`src/rtl/imem_prog_encoder.sv`:
```
// Packs per-instruction field bundles into 32-bit MIPS words and streams them
// into consecutive instruction-memory words starting at BASE_ADDR.
module imem_prog_encoder #(
    parameter int unsigned ADDR_W    = 6,
    parameter int unsigned BASE_ADDR = 0
) (
    input  logic              clk,
    input  logic              reset,
    input  logic              in_valid,
    output logic              in_ready,
    input  logic [2:0]        in_kind,
    input  logic [4:0]        in_rs,
    input  logic [4:0]        in_rt,
    input  logic [4:0]        in_rd,
    input  logic [4:0]        in_shamt,
    input  logic [5:0]        in_funct,
    input  logic [15:0]       in_imm,
    input  logic [25:0]       in_target,
    input  logic              in_last,
    output logic              imem_we,
    output logic [ADDR_W-1:0] imem_addr,
    output logic [31:0]       imem_wd,
    output logic [ADDR_W:0]   count,
    output logic              done,
    output logic              overflow
);
    localparam logic [ADDR_W-1:0] BASE     = ADDR_W'(BASE_ADDR);
    localparam logic [ADDR_W-1:0] TOP_ADDR = {ADDR_W{1'b1}};

    localparam logic [2:0] K_RTYPE = 3'd0;
    localparam logic [2:0] K_LW    = 3'd1;
    localparam logic [2:0] K_SW    = 3'd2;
    localparam logic [2:0] K_BEQ   = 3'd3;
    localparam logic [2:0] K_ADDI  = 3'd4;
    localparam logic [2:0] K_J     = 3'd5;
    localparam logic [2:0] K_ORI   = 3'd6;
    localparam logic [2:0] K_BNE   = 3'd7;

    typedef enum logic [1:0] {IDLE, WRITE, DONE} state_t;

    state_t      state;
    logic        last_q;
    logic [31:0] enc;

    // Immediate is copied bit-exact; fields a kind does not use are dropped.
    always_comb begin
        enc = 32'h0;
        case (in_kind)
            K_RTYPE: enc = {6'b000000, in_rs, in_rt, in_rd, in_shamt, in_funct};
            K_LW:    enc = {6'b100011, in_rs, in_rt, in_imm};
            K_SW:    enc = {6'b101011, in_rs, in_rt, in_imm};
            K_BEQ:   enc = {6'b000100, in_rs, in_rt, in_imm};
            K_ADDI:  enc = {6'b001000, in_rs, in_rt, in_imm};
            K_J:     enc = {6'b000010, in_target};
            K_ORI:   enc = {6'b001101, in_rs, in_rt, in_imm};
            K_BNE:   enc = {6'b000101, in_rs, in_rt, in_imm};
            default: enc = 32'h0;
        endcase
    end

    // Handshake outputs are pure state decodes, so no input reaches an output.
    assign in_ready = (state == IDLE);
    assign imem_we  = (state == WRITE);

    always_ff @(posedge clk) begin
        if (reset) begin
            state     <= IDLE;
            last_q    <= 1'b0;
            imem_addr <= BASE;
            imem_wd   <= 32'h0;
            count     <= '0;
            done      <= 1'b0;
            overflow  <= 1'b0;
        end else begin
            case (state)
                IDLE: begin
                    if (in_valid) begin
                        imem_wd <= enc;
                        last_q  <= in_last;
                        state   <= WRITE;
                    end
                end
                WRITE: begin
                    count <= count + (ADDR_W+1)'(1);
                    if (last_q) begin
                        done  <= 1'b1;
                        state <= DONE;
                    end else if (imem_addr == TOP_ADDR) begin
                        done     <= 1'b1;
                        overflow <= 1'b1;
                        state    <= DONE;
                    end else begin
                        imem_addr <= imem_addr + ADDR_W'(1);
                        state     <= IDLE;
                    end
                end
                DONE:    state <= DONE;
                default: state <= IDLE;
            endcase
        end
    end
endmodule

```
`config.mk`:
```
export PLATFORM = sky130hd
export DESIGN_NAME = imem_prog_encoder
export DESIGN_NICKNAME = d
export VERILOG_FILES = /design/src/rtl/imem_prog_encoder.sv
export SDC_FILE = /design/constraint.sdc
export NUM_CORES = 1
export LEC_CHECK = 0
export BUFFER_PORTS_ARGS = -buffer_cell sky130_fd_sc_hd__buf_2
export CAP_MARGIN = 20
export CORE_MARGIN = 2
export CORE_UTILIZATION = 35
export CTS_BUF_LIST = sky130_fd_sc_hd__clkbuf_4 sky130_fd_sc_hd__clkbuf_8 sky130_fd_sc_hd__clkbuf_16
export DETAILED_ROUTE_END_ITERATION = 12
export GPL_ROUTABILITY_DRIVEN = 1
export MAX_ROUTING_LAYER = met4
export PLACE_DENSITY = 0.65
export REMOVE_ABC_BUFFERS = 1
export SLEW_MARGIN = 20
export SYNTH_ARGS = -nofsm -noshare
export SYNTH_HDL_FRONTEND = slang
export SYNTH_SLANG_ARGS = --single-unit
```
`constraint.sdc`:
```
create_clock -name clk -period 2.45 [get_ports clk]
set_clock_uncertainty 0.2 [all_clocks]
set_input_delay 0 -clock clk [delete_from_list [all_inputs] [get_ports clk]]
set_output_delay 0 -clock clk [all_outputs]
set_load 0.02 [all_outputs]
```
==> qor.yml <==
status: "complete, no violations"
drt_pre_antenna_iters: 4
synthesis.instances: 271
final_nets: 538
port_buffers: 122
met3_usage_pct: 5.11
wl_mm: 7.90
crit_path_end_kind: "register"
gp_congestion: 0.796
synth_area_mm2: 0.00227
ys_types: 37
wire_per_inst_um: 14.7
yosysMostFrequentCell: "nand2_1"
fillers: 552
final_max_slew_viol_count: 0
cts_tree: "built"
max-slew-margin-rel_pct: 27.8
cts_buffers: 5
finalSetupTns_ns: 0
fin_crit_sh_pct: 94.1
core_mm2: 0.00631
fin_area_mm2: 0.00378
worstMarginPinSlew_ns: 1.08
cp_max_fo: 1
worstSetupStartpointType: "input port"
synth_top_area_cell: "dfxtp_1"
multiInputGateArea_mm2: 0.00116
drv_cap: 0
post-place-ws_ns: 0.235
place_area_mm2: 0.00289
cp_slowest_stage_delay_ns: 0.58
grt.busiest_layer: "met2"
grt_use_met2_pct: 36.9
cts_setup_buffers: 0
finalSetupViolations: 0
hold_buffers: 78
first_global_vias: 2747
grt_pass1_wl_mm: 12.7
drt_iter0_drc: 112
drive_above_1_share_pct: 31.6
synth_commonest_cells: "nand2_1, dfxtp_1, nor2_1"
slowest_stage: "dlygate4sd3_1"
cp_common_cell: "dlygate4sd3_1"
cts_resized: 0
layout.cells.non_filler: 539
chipHeight_um: 84.6
synth_ff_type: "dfxtp_1"
ys_ff_latch: 49
clockBufferDepth: 2
synthTopCellsByArea: "dfxtp_1, nand2_1, a221o_1, nor2_1, a21oi_2"
max_freq_mhz: 434
hpwl_mm: 4.54
clk_latency_ns: 0.30
worstPathCellList: "dlygate4sd3_1 -> buf_2 -> nor3b_1 -> o32ai_1 -> dlygate4sd3_1 -> a22oi_1 -> dlygate4sd3_1 -> nor2_1"
synth_edf_count: 0
antenna_found_initial: 0
syn_avg_cell_area_um2: 8.39
grt.total_usage_pct: 22.8
hold_slack_ns: 0.0754
hold_viol: 0
rsz0062_at_grt: "no"
initial_core_util_pct: 36.0
ant_nets: 0
insertedDiodeCount: 0
grt_max_degree: 27
dp.cells: 452
die_w_um: 84.6
root_buffer: "clkbuf_8"
critPathKind: "in2reg"
ios: 124
period_minus_slack_ns: 2.30
synth-async-reset-ratio_pct: 0
area_growth_syn_to_layout_pct: 66.2
critPathArrivalTime_ns: 2.30
cts_sinks: 49
clk_pin_slew_ns: 0.09
htreeDepth: 2
routed_via_density: 5.14
p_leak_nw: 1.81
max-vdd-ir-drop_mv: 0.320
yosysSeqAreaShare_pct: 43.1
routed-via-count: 2770
fin_ws_ns: 0.145
drcViolationCount: 0
yosys_warnings: 0
synth_top_area_share_pct: 43.1
crit_required_ns: 2.44
regArea_um2: 981
grt_overflow_total: 0
dieArea_mm2: 0.00716
rows: 29
hold_path.class: "in2reg"
cellPowerDensity_mw_per_mm2: 489
use_met1_pct: 27.4
## metal layers
metal,up-vias,share of wire [%]
li1,1317,-
met1,1242,42
met2,190,47
met3,21,8.8
met4,0,1.9
met5,-,0
## worst max-delay path, delay by kind of cell
kind            cells  cell delay [ns]
compound gates      2             0.26
buf+inv             4             1.79
simple gates        2             0.23
## flip-flops by register name, indices dropped and copies added (netlist names)
| name | count |
|---|---|
| imem_wd | 31 |
| count | 7 |
| imem_addr | 6 |
| state | 2 |
| done | 1 |
| last_q | 1 |
| overflow | 1 |
## placed cells by master, fill, tap and decap left out, types with 5 or more instances in the layout
cell	netlist	routed
clkbuf_8	0	7
mux2i_1	5	5
nor3_1	5	5
nand2_1	56	56
buf_2	2	122
nor2_1	34	34
a311oi_1	10	10
a221o_1	15	15
buf_4	2	6
dfxtp_1	49	49
xor2_1	7	7
a21oi_1	14	14
a21oi_2	10	10
dlygate4sd3_1	0	78
## layout make-up
| cell class | instances | area share, % |
|---|---|---|
| Clock inverter | 1 | 0.132 |
| Sequential cell | 49 | 25.9 |
| Clock buffer | 7 | 2.55 |
| Timing Repair Buffer | 206 | 38.0 |
| Inverter | 2 | 0.199 |
| Tap cell | 77 | 2.55 |
| Multi-Input combinational cell | 197 | 30.6 |
## cells by family after synthesis
logic type,synth area share [%]
simple gates,23.9
compound gates,19.7
flops,43.1
buf+inv,5.94
xor+xnor,3.85
mux,2.20
fa+ha+maj,1.10
other cells,0.165
## worst paths after layout
path	startpoint	cells past startpoint	endpoint	slack (ns)
min	in_kind[0]	4	imem_wd[26]$_SDFFE_PP0P_	0.08
max reg2reg	state[0]$_SDFFE_PP0P_	4	imem_wd[3]$_SDFFE_PP0P_	0.19
min reg2reg	done$_SDFFE_PP0P_	2	done$_SDFFE_PP0P_	0.28
max	in_target[15]	8	imem_wd[15]$_SDFFE_PP0P_	0.15
## through the flow
stage	utilization (%)	power (mW)
6_report	59.9	1.85
5_1_grt	59.9	1.94
3_3_place_gp	45.8	1.22
2_1_floorplan	-	1.07
3_5_place_dp	45.8	1.23
4_1_cts	59.8	1.85
## power by group
group	total (mW)	internal, mW	switching (mW)
combinational	0.456	0.229	0.227
clock	0.519	0.256	0.263
sequential	0.875	0.844	0.0308
Note: power is estimated with default switching activity, not from simulation.
